$ cat config.mk
export PLATFORM = sky130hd
export DESIGN_NAME = obj_row_fetcher
export DESIGN_NICKNAME = d
export VERILOG_FILES = /design/src/rtl/m92_pkg.sv /design/src/rtl/obj_fetch_fifo.sv /design/src/rtl/obj_row_fetcher.sv
export SDC_FILE = /design/constraint.sdc
export NUM_CORES = 1
export LEC_CHECK = 0
export BUFFER_PORTS_ARGS = -buffer_cell sky130_fd_sc_hd__buf_2
export CORE_AREA = 2 2 247 249
export DETAILED_ROUTE_END_ITERATION = 10
export DIE_AREA = 0 0 249 251
export GPL_ROUTABILITY_DRIVEN = 0
export HOLD_SLACK_MARGIN = 0.06
export PLACE_DENSITY_LB_ADDON = 0.12
export RECOVER_POWER = 25
export SETUP_SLACK_MARGIN = 0.1
export SLEW_MARGIN = 20
export SYNTH_ARGS = -nofsm -noshare
export SYNTH_HDL_FRONTEND = slang
export SYNTH_SLANG_ARGS = --single-unit
$ cat constraint.sdc
create_clock -name clk_ram -period 13.1 [get_ports clk_ram]
set_input_delay 1.31 -clock clk_ram [delete_from_list [all_inputs] [get_ports clk_ram]]
set_output_delay 1.31 -clock clk_ram [all_outputs]
set_load 0.01 [all_outputs]
$ cat src/rtl/m92_pkg.sv
// Shared types for the M92 object renderer front end: descriptor layout,
// fetch FSM states and the row entry carried through the output FIFO.
package m92_pkg;

    localparam int OBJ_TILE_PX = 16;

    typedef enum logic [2:0] {
        S_IDLE,
        S_CALC,
        S_REQ,
        S_WAIT,
        S_DRAIN
    } fetch_state_e;

    typedef struct packed {
        logic [5:0]  rsv_hi;
        logic [9:0]  org_x;
        logic [5:0]  rsv_mid;
        logic        flipy;
        logic        flipx;
        logic        prio;
        logic [6:0]  color;
        logic [15:0] code;
        logic [2:0]  rsv_lo;
        logic [1:0]  width;
        logic [1:0]  height;
        logic [8:0]  org_y;
    } obj_desc_t;

    typedef struct packed {
        logic [63:0] data;
        logic [9:0]  x;
        logic [6:0]  color;
        logic        prio;
        logic        flip;
    } obj_row_t;

    localparam int OBJ_ROW_W = $bits(obj_row_t);

endpackage

$ cat src/rtl/obj_fetch_fifo.sv
// Show-ahead FIFO holding fetched sprite rows; head is visible on rdata while
// not empty. Push and pop in the same cycle are both honoured, even when full.
module obj_fetch_fifo #(
    parameter  int DEPTH = 4,
    parameter  int WIDTH = 83,
    localparam int AW    = $clog2(DEPTH),
    localparam int CW    = AW + 1
) (
    input  logic             clk_ram,
    input  logic             reset,
    input  logic             flush,
    input  logic             push,
    input  logic [WIDTH-1:0] wdata,
    input  logic             pop,
    output logic [WIDTH-1:0] rdata,
    output logic [CW-1:0]    count,
    output logic             full,
    output logic             empty
);

    logic [WIDTH-1:0] mem [DEPTH];
    logic [AW-1:0]    wr_ptr;
    logic [AW-1:0]    rd_ptr;
    logic             do_push;
    logic             do_pop;

    assign empty   = (count == '0);
    assign full    = (count == CW'(DEPTH));
    assign do_pop  = pop && !empty;
    assign do_push = push && (!full || do_pop);
    assign rdata   = mem[rd_ptr];

    always_ff @(posedge clk_ram) begin
        if (reset || flush) begin
            wr_ptr <= '0;
            rd_ptr <= '0;
            count  <= '0;
        end else begin
            if (do_push) wr_ptr <= wr_ptr + 1'b1;
            if (do_pop)  rd_ptr <= rd_ptr + 1'b1;
            count <= count + CW'(do_push) - CW'(do_pop);
        end
    end

    always_ff @(posedge clk_ram) begin
        if (do_push) mem[wr_ptr] <= wdata;
    end

endmodule

$ cat src/rtl/obj_row_fetcher.sv
// Sprite row fetch engine: culls descriptors against the current line and
// issues one SDRAM read per 16px span, queueing tagged bitplane words.
module obj_row_fetcher
    import m92_pkg::*;
#(
    parameter logic [24:0] BASE_ADDR   = 25'h0,
    parameter int          FIFO_DEPTH  = 4,
    parameter int          CODE_STRIDE = 8
) (
    input  logic        clk_ram,
    input  logic        reset,
    input  logic        line_start,
    input  logic [8:0]  v_line,
    input  logic        desc_valid,
    output logic        desc_ready,
    input  logic [63:0] desc_in,
    output logic [24:0] sdr_addr,
    output logic        sdr_req,
    input  logic        sdr_rdy,
    input  logic [63:0] sdr_data,
    output logic        out_valid,
    input  logic        out_ready,
    output logic [63:0] out_data,
    output logic [9:0]  out_x,
    output logic [6:0]  out_color,
    output logic        out_prio,
    output logic        out_flip,
    output logic        busy
);

    localparam int CW = $clog2(FIFO_DEPTH) + 1;

    function automatic logic [8:0] obj_height_px(input logic [1:0] h);
        return 9'(OBJ_TILE_PX) << h;
    endfunction

    function automatic logic [2:0] last_span(input logic [1:0] w);
        return 3'((4'd1 << w) - 4'd1);
    endfunction

    // flipx mirrors the tile column only; spans are always fetched left to right
    function automatic logic [24:0] fetch_addr(input obj_desc_t d, input logic [8:0] row_y,
                                               input logic [2:0] span);
        logic [2:0]  col;
        logic [15:0] code;
        col  = d.flipx ? last_span(d.width) - span : span;
        code = d.code + 16'(row_y[8:4]) + 16'(col) * 16'(CODE_STRIDE);
        return BASE_ADDR + {2'b00, code, row_y[3:0], 3'b000};
    endfunction

    fetch_state_e   state_q, state_d;
    obj_desc_t      desc_q;
    logic [8:0]     vline_q;
    logic [8:0]     row_y_q, row_y_d;
    logic [2:0]     span_q, span_d;
    logic [24:0]    sdr_addr_q, addr_d;
    logic [8:0]     hpx, rel_y, row_calc;
    logic           accept;
    logic           push;
    logic           pop;
    obj_row_t       row_w;
    obj_row_t       head;
    logic [OBJ_ROW_W-1:0] fifo_rdata;
    logic [CW-1:0]  fifo_count;
    logic           fifo_full;
    logic           fifo_empty;
    logic           desc_unused;

    assign desc_unused = ^{desc_q.rsv_hi, desc_q.rsv_mid, desc_q.rsv_lo};

    assign desc_ready = (state_q == S_IDLE) && !line_start && !reset;
    assign accept     = desc_valid && desc_ready;
    assign sdr_addr   = sdr_addr_q;
    assign busy       = (state_q != S_IDLE) || (fifo_count != '0);

    always_ff @(posedge clk_ram) begin
        if (reset) begin
            state_q    <= S_IDLE;
            span_q     <= '0;
            sdr_addr_q <= '0;
        end else begin
            state_q    <= state_d;
            span_q     <= span_d;
            sdr_addr_q <= addr_d;
        end
    end

    always_ff @(posedge clk_ram) begin
        if (accept) begin
            desc_q  <= obj_desc_t'(desc_in);
            vline_q <= v_line;
        end
        row_y_q <= row_y_d;
    end

    always_comb begin
        state_d  = state_q;
        span_d   = span_q;
        addr_d   = sdr_addr_q;
        row_y_d  = row_y_q;
        push     = 1'b0;
        sdr_req  = 1'b0;
        hpx      = obj_height_px(desc_q.height);
        rel_y    = vline_q + desc_q.org_y + hpx;
        row_calc = desc_q.flipy ? hpx - 9'd1 - rel_y : rel_y;
        if (line_start) begin
            // an outstanding read still has to be swallowed unless it lands right now
            span_d  = '0;
            state_d = ((state_q == S_WAIT || state_q == S_DRAIN) && !sdr_rdy) ? S_DRAIN : S_IDLE;
        end else begin
            case (state_q)
                S_IDLE: begin
                    if (accept) begin
                        state_d = S_CALC;
                        span_d  = '0;
                    end
                end
                S_CALC: begin
                    if (rel_y < hpx) begin
                        row_y_d = row_calc;
                        addr_d  = fetch_addr(desc_q, row_calc, 3'd0);
                        state_d = S_REQ;
                    end else begin
                        state_d = S_IDLE;
                    end
                end
                S_REQ: begin
                    if (!fifo_full) begin
                        sdr_req = 1'b1;
                        state_d = S_WAIT;
                    end
                end
                S_WAIT: begin
                    if (sdr_rdy) begin
                        push = 1'b1;
                        if (span_q == last_span(desc_q.width)) begin
                            span_d  = '0;
                            state_d = S_IDLE;
                        end else begin
                            span_d  = span_q + 3'd1;
                            addr_d  = fetch_addr(desc_q, row_y_q, span_q + 3'd1);
                            state_d = S_REQ;
                        end
                    end
                end
                S_DRAIN: begin
                    if (sdr_rdy) state_d = S_IDLE;
                end
                default: state_d = S_IDLE;
            endcase
        end
    end

    always_comb begin
        row_w.data  = sdr_data;
        row_w.x     = desc_q.org_x + {3'b000, span_q, 4'b0000};
        row_w.color = desc_q.color;
        row_w.prio  = desc_q.prio;
        row_w.flip  = desc_q.flipx;
    end

    assign pop       = out_valid && out_ready;
    assign out_valid = !fifo_empty;
    assign head      = obj_row_t'(fifo_rdata);
    assign out_data  = head.data;
    assign out_x     = head.x;
    assign out_color = head.color;
    assign out_prio  = head.prio;
    assign out_flip  = head.flip;

    obj_fetch_fifo #(
        .DEPTH (FIFO_DEPTH),
        .WIDTH (OBJ_ROW_W)
    ) u_fifo (
        .clk_ram (clk_ram),
        .reset   (reset),
        .flush   (line_start),
        .push    (push),
        .wdata   (row_w),
        .pop     (pop),
        .rdata   (fifo_rdata),
        .count   (fifo_count),
        .full    (fifo_full),
        .empty   (fifo_empty)
    );

endmodule

After elaboration in Yosys (flattened, before gate mapping)
Memory sizes are Yosys's and may differ from the RTL's. A register that Yosys moved wholly into a read port is not among the register bits.
Cells that the tools add are included.
{"block": "classes", "n_addsub": 16, "multipliers": 0, "n_div": 0, "magnitude_cmp": 1, "eq_ne": 14, "shifts": 2, "n_mux": 30, "bitwise_logic": 1, "n_reduce_logical": 27}
{"operator": "two-way mux 25 bit", "count": 3}
{"operator": "case mux 25 bit (2 select lines)", "count": 1}
{"operator": "two-way mux 3 bit", "count": 11}
{"operator": "adder 16 x 5 -> 16 bit", "count": 2}
{"operator": "adder 16 x 6 -> 16 bit", "count": 2}
{"operator": "adder 9 bit", "count": 2}
{"operator": "case mux 3 bit (5 select lines)", "count": 1}
{"operator": "!= test 3 bit, second input constant", "count": 4}
{"operator": "adder 10 x 7 -> 10 bit", "count": 1}
{"operator": "less-than comparator 9 bit", "count": 1}
{"operator": "two-way mux 9 bit", "count": 1}
{"operator": "<< shifter 5 x 2 -> 9 bit, first input constant", "count": 1}
{"operator": "subtractor 9 x 1 -> 9 bit, second input constant", "count": 1}
{"operator": "subtractor 9 bit", "count": 1}
{"operator": "two-way mux 1 bit", "count": 8}
{"operator": "two-way mux 2 bit", "count": 4}
{"operator": "!= test 2 bit, second input constant", "count": 4}
{"operator": "logical AND 1 bit", "count": 7}
{"operator": "equality test 3 x 2 -> 1 bit, second input constant", "count": 2}
{"operator": "equality test 3 bit, second input constant", "count": 2}
{"operator": "logical NOT 3 bit", "count": 2}
{"operator": "case mux 3 bit (2 select lines)", "count": 1}
{"operator": "AND reduction 3 bit", "count": 2}
{"operator": "nonzero test 3 bit", "count": 2}
{"operator": "16 further kinds", "count": 25}
{"block": "totals", "reg_bits": 105, "latch_bits": 0, "ram_bits": 332, "romBits": 0, "in_bits": 143, "output_inout_bits": 112, "elab_cells": 109, "n_memories": 1}
{"name": "u_fifo.mem", "words": 4, "width": 83, "read_ports": 1, "rd_ports_with_merged_regs": 1, "wr": 1, "line": "obj_fetch_fifo.sv:21", "rtl": "logic [WIDTH-1:0] mem [DEPTH];"}

Depth between registers and ports, before layout
{"block": "logic_depth", "depth_word": 8, "depth_mapped": 22, "ltp_nobuf": 22}

By module
Synthesis repeated with hierarchy kept, for this count alone.
{"block": "hier_totals", "hier_cells": 939, "hier_area_um2": 17610.6}
{"mod": "obj_fetch_fifo", "n_inst": 1, "cells_per_inst": 480, "area_each_um2": 12391.9, "seq_area_each_um2": 10149.7}
{"mod": "obj_row_fetcher", "n_inst": 1, "cells_per_inst": 459, "area_each_um2": 5218.8, "seq_area_each_um2": 2532.4}

Worst setup path after synthesis
No wires, ideal clock.
{"block": "synth_path", "kind": "reg2reg", "startpoint": "reg desc_q[1] in the netlist's numbering", "endpoint": "reg sdr_addr_q[22], in the netlist sdr_addr[22]", "setup_ns": 0.080, "t_arrival_ns": 4.985, "required_time_ns": 13.020, "setup_slack_ns": 8.034, "path_stages_with_launch": 22, "path_buffers": 0, "synth_period_minus_slack_ns": 5.066, "cell_sequence": "edfxtp_1 > ha_1 > ha_1 > fa_1 > a21o_1 > a21oi_1 > xnor2_1 > inv_1 > ha_1 > a21o_1 > a21oi_1 > xnor2_1 > nand2_1 > o21ai_0 > fa_1 > ha_1 > a21o_1 > and4_1 > nor4_1 > nor4_1 > xnor2_1 > a211oi_2"}
{"block": "synth_via", "elab_chain_cells": 8, "elab_cells_between_ends": 11, "cone_classes": "add/sub (5); order compare (1); eq/ne (1); mux (3); reduce/logical (1)"}
{"element": "start, declared", "line": "obj_row_fetcher.sv:52", "rtl": "obj_desc_t desc_q;"}
{"element": "start signal, assigned", "line": "obj_row_fetcher.sv:90", "rtl": "desc_q <= obj_desc_t'(desc_in);"}
{"element": "adder 9 bit (*) (2 in series)", "line": "obj_row_fetcher.sv:104", "rtl": "rel_y = vline_q + desc_q.org_y + hpx;"}
{"element": "subtractor 9 bit", "line": "obj_row_fetcher.sv:105", "rtl": "row_calc = desc_q.flipy ? hpx - 9'd1 - rel_y : rel_y;"}
{"element": "two-way mux 9 bit (*)", "line": "obj_row_fetcher.sv:105"}
{"element": "named net row_calc[7]", "line": "obj_row_fetcher.sv:57", "rtl": "logic [8:0] hpx, rel_y, row_calc;"}
{"element": "adder 16 x 5 -> 16 bit (*)", "line": "obj_row_fetcher.sv:47", "rtl": "code = d.code + 16'(row_y[8:4]) + 16'(col) * 16'(CODE_STRIDE);"}
{"element": "adder 16 x 6 -> 16 bit (*)", "line": "obj_row_fetcher.sv:47"}
{"element": "two-way mux 25 bit (*)", "line": "obj_row_fetcher.sv:119", "rtl": "if (rel_y < hpx) begin"}
{"element": "case mux 25 bit (2 select lines) (*)", "line": "obj_row_fetcher.sv:111", "rtl": "case (state_q)"}
{"element": "end signal, assigned", "line": "obj_row_fetcher.sv:84", "rtl": "sdr_addr_q <= addr_d;"}
{"element": "end, declared", "line": "obj_row_fetcher.sv:56", "rtl": "logic [24:0] sdr_addr_q, addr_d;"}
Mark *: on every way through the listed nets, which the timed path passes. The rest lies on a longest branch. The select of a mux whose other input is x is not followed.
A chain may end at the register's enable or synchronous reset.

Worst setup path after layout
{"block": "layout_path", "startpoint": "reg desc_q[1] in the netlist's numbering", "endpoint": "reg sdr_addr_q[19], in the netlist sdr_addr[19]"}
Same word-level chain as after synthesis.

==> impl_metrics.tcl <==
set metrics [dict create \
    power.density_cell_area_nw_per_um2 140 \
    clock_tree_from_tritoncts "yes" \
    comb_power_share_pct 4.9 \
    ys.flop_type "sky130_fd_sc_hd__edfxtp_1" \
    clock_skew_ns 0.0134 \
    start_util_pct 29.8 \
    sequential_share_of_the_synthesized_area_pct 71.2 \
    synth.top_cells.by_area "sky130_fd_sc_hd__edfxtp_1, sky130_fd_sc_hd__mux4_2, sky130_fd_sc_hd__dfxtp_1, sky130_fd_sc_hd__ha_1, sky130_fd_sc_hd__fa_1" \
    hold_path.class "reg2reg" \
    synth_enable_flop_cells 399 \
    path_clk_slew_ns 0.06 \
    ys_ff_latch 434 \
    groute.usage.overall_pct 12.8 \
    clk_path_buf_depth 3 \
    setup_tns_ns 0 \
    wl_um 39600 \
    tritoncts_num_sinks 434 \
    maximum_level_of_the_cts_h_tree 2 \
    report.final.slew_viol_count 0 \
    crit_path_max_fanout 6 \
    layout_worst_path_cycle_share_pct 43.7 \
    timing_worst_slew_pin_value_ns 0.928 \
    global_route_wire_length_before_repair_um 60600 \
    clockPowerShare_pct 44.2 \
    post_cts_resized 0 \
    chipHeight_um 251 \
    mostFrequentLayoutCells "sky130_fd_sc_hd__edfxtp_1, sky130_fd_sc_hd__buf_2, sky130_fd_sc_hd__mux4_2" \
    postLayoutCellArea_um2 21400 \
    std_cell_rows 90 \
    post_synth_cell_types 74 \
    shortest_clock_period_the_worst_path_allows_after_layout_ns 5.72 \
    die_w_um 249 \
    area.growth.synth_to_final_pct 20.0 \
    drcViolationCount 0 \
    report.final.hold_viol_count 0 \
    root_buffer_cell "sky130_fd_sc_hd__clkbuf_16" \
    grt_antenna_before_repair 3 \
    fp.dieArea_um2 62500 \
    cp-end-kind "flip-flop" \
    syn-instance-count 936 \
    avgRoutedWirePerCell_um 19.6 \
    setup_violations 0 \
    power.switching_fraction_pct 21.3 \
    overflow 0 \
    setup_repair_after_global_routing_missed_its_margin "false" \
    pin_count_of_the_biggest_net_entering_global_routing 56 \
    netlist_area_um2 17800 \
    final_layout_size_suffix_gt1_share_pct 32.9 \
    average_footprint_of_a_synthesized_cell_um2 19.0 \
    max-vdd-ir-drop_v 0.0000831 \
    cts_inserted_buffers 49 \
    p_total_mw 2.99 \
    finalNetCount 1405 \
    holdBufCountCts 0 \
    max_clock_freq_ghz 0.175 \
    first_pass_iters 4 \
    max-slew-margin-rel_pct 38.1 \
    detailed_place.area_um2 19900 \
    max_cap_violations 0 \
    floorplan.io_pins 255 \
    place.port_buffers 234 \
    synthDominantCellAreaShare_pct 67.3 \
    worst_hold_slack_ns 0.489 \
    seq_power_share_pct 50.9 \
    dp_wirelength_um 24800 \
    clock_latency_of_the_later_clocked_register_in_the_worst_skew_pair_ns 0.59 \
    total_switching_power_uw 636 \
    yosysTopAreaCell "sky130_fd_sc_hd__edfxtp_1" \
    first_global_vias 9896 \
    critical_path_arrival_ns 6.16 \
    outcome "finished, final reports clean" \
    synth_async_sr_flop_share_pct 0 \
    route.antenna.remaining_nets 0 \
    dr_total_vias 9203 \
    postCtsSetupBuffers 0 \
    worst_ep_required_time_ns 13.54 \
    placeableCoreArea_um2 59800 \
    drt_iter0_drc 408 \
    yosysWarningCount 0 \
    timing_worst_setup_path_type "reg2reg" \
    critical_path_source_type "flip-flop" \
    p_leak_nw 7.31 \
    post_drt_via_cell_ratio 4.56 \
    intPower_mw 2.35 \
    final_common_cell "sky130_fd_sc_hd__edfxtp_1" \
]
-- per-stage QoR --
step	util [%]	setup WS, ns	instances
5_1_grt	35.7	6.96	2016
4_1_cts	35.8	6.99	2016
6_report	35.7	7.38	2018
3_3_place_gp	33.2	7.03	1929
3_5_place_dp	33.2	7.05	1929
2_1_floorplan	-	8.03	940
-- flip-flops by register name, summed over array words and instances (netlist names), named ones only --
signal and count:
row_y_q 9, u_fifo.rd_ptr 2, span_q 3, sdr_addr 20, state_q 3, desc_q 49, u_fifo.wr_ptr 2, u_fifo.mem 332
vline_q 9, u_fifo.count 3
-- power by group through the flow --
stage          combinational [mW]  sequential [mW]  clock [mW]
4_1_cts                     0.153             1.52        1.37
5_1_grt                     0.168             1.52        1.42
3_3_place_gp                0.150             1.55           0
3_5_place_dp                0.151             1.55           0
6_report                    0.147             1.52        1.32
2_1_floorplan              0.0927             1.55           0
-- worst paths after layout --
check | from | to | slack, ns | cells after the start
max | desc_q[1]$_DFFE_PP_ | sdr_addr[19]$_SDFFE_PP0P_ | 7.38 | 21
min | desc_q[51]$_DFFE_PP_ | u_fifo.mem[2][12]$_DFFE_PP_ | 0.49 | 0
max reg2reg | desc_q[1]$_DFFE_PP_ | sdr_addr[19]$_SDFFE_PP0P_ | 7.38 | 21
min reg2reg | desc_q[51]$_DFFE_PP_ | u_fifo.mem[2][12]$_DFFE_PP_ | 0.49 | 0
-- critical path, stage by stage, from the launching register on --
cell and delay (ns):
sky130_fd_sc_hd__edfxtp_1 0.37, sky130_fd_sc_hd__ha_1 0.31, sky130_fd_sc_hd__ha_1 0.25, sky130_fd_sc_hd__fa_1 0.42
sky130_fd_sc_hd__a21o_1 0.21, sky130_fd_sc_hd__a21oi_1 0.24, sky130_fd_sc_hd__o21bai_1 0.10, sky130_fd_sc_hd__a21oi_1 0.17
sky130_fd_sc_hd__xor2_1 0.29, sky130_fd_sc_hd__inv_1 0.08, sky130_fd_sc_hd__ha_1 0.37, sky130_fd_sc_hd__xnor2_1 0.18
sky130_fd_sc_hd__nand2_1 0.06, sky130_fd_sc_hd__o21ai_0 0.20, sky130_fd_sc_hd__fa_1 0.51, sky130_fd_sc_hd__ha_1 0.37
sky130_fd_sc_hd__o21ai_0 0.36, sky130_fd_sc_hd__o21ai_1 0.15, sky130_fd_sc_hd__a211oi_2 0.47, sky130_fd_sc_hd__nor4_1 0.11
sky130_fd_sc_hd__o211ai_1 0.30, sky130_fd_sc_hd__a21oi_2 0.08
-- cells in the mapped netlist, types with 4 or more instances --
cell and n:
sky130_fd_sc_hd__o21ai_1 6, sky130_fd_sc_hd__edfxtp_1 399, sky130_fd_sc_hd__o21ai_0 14, sky130_fd_sc_hd__buf_6 4, sky130_fd_sc_hd__buf_2 10, sky130_fd_sc_hd__a21oi_1 24, sky130_fd_sc_hd__a211oi_2 9, sky130_fd_sc_hd__buf_4 6
sky130_fd_sc_hd__inv_1 35, sky130_fd_sc_hd__and3_1 4, sky130_fd_sc_hd__mux4_2 83, sky130_fd_sc_hd__a211oi_1 5, sky130_fd_sc_hd__mux2i_1 6, sky130_fd_sc_hd__a21oi_2 10, sky130_fd_sc_hd__and2_1 7, sky130_fd_sc_hd__nor4_1 7
sky130_fd_sc_hd__clkbuf_1 13, sky130_fd_sc_hd__nand2b_1 9, sky130_fd_sc_hd__o211ai_1 8, sky130_fd_sc_hd__xnor2_1 22, sky130_fd_sc_hd__a21o_1 9, sky130_fd_sc_hd__nor3_1 7, sky130_fd_sc_hd__fa_1 14, sky130_fd_sc_hd__xor2_1 15
sky130_fd_sc_hd__nor2_1 28, sky130_fd_sc_hd__nand2_1 29, sky130_fd_sc_hd__ha_1 50, sky130_fd_sc_hd__nand3_1 5, sky130_fd_sc_hd__dfxtp_1 35
-- routing by layer --
metal	share of wire [%]	GRT usage [%]
met1	44	16.4
met2	50	21.7
met3	4.9	2.86
met4	1.9	3.64
met5	0.073	0
-- cell families (layout without fill, tap and decap cells) --
| family | count (synthesis) | in the layout | synth area share [%] |
|---|---|---|---|
| flip-flops | 434 | 434 | 71.2 |
| AND/OR/NAND/NOR | 121 | 121 | 3.74 |
| AO/OA/AOI/OAI | 117 | 117 | 5.24 |
| multiplexers | 89 | 89 | 10.8 |
| buffers and inverters | 72 | 366 | 1.90 |
| adder cells (fa/ha/maj) | 64 | 64 | 5.09 |
| XOR/XNOR | 38 | 38 | 1.95 |
| other | 1 | 7 | 0.0211 |
-- layout make-up --
type,instances,area [um^2]
diodes,2,5.00
clock buffers,60,1290
clock inverters,27,258
fillers,5629,38400
inverters,35,131
multi-input cells,434,4820
flip-flops and latches,434,12700
well taps,782,978
repair buffers,244,1200
Power figures use the tool's default switching activity.
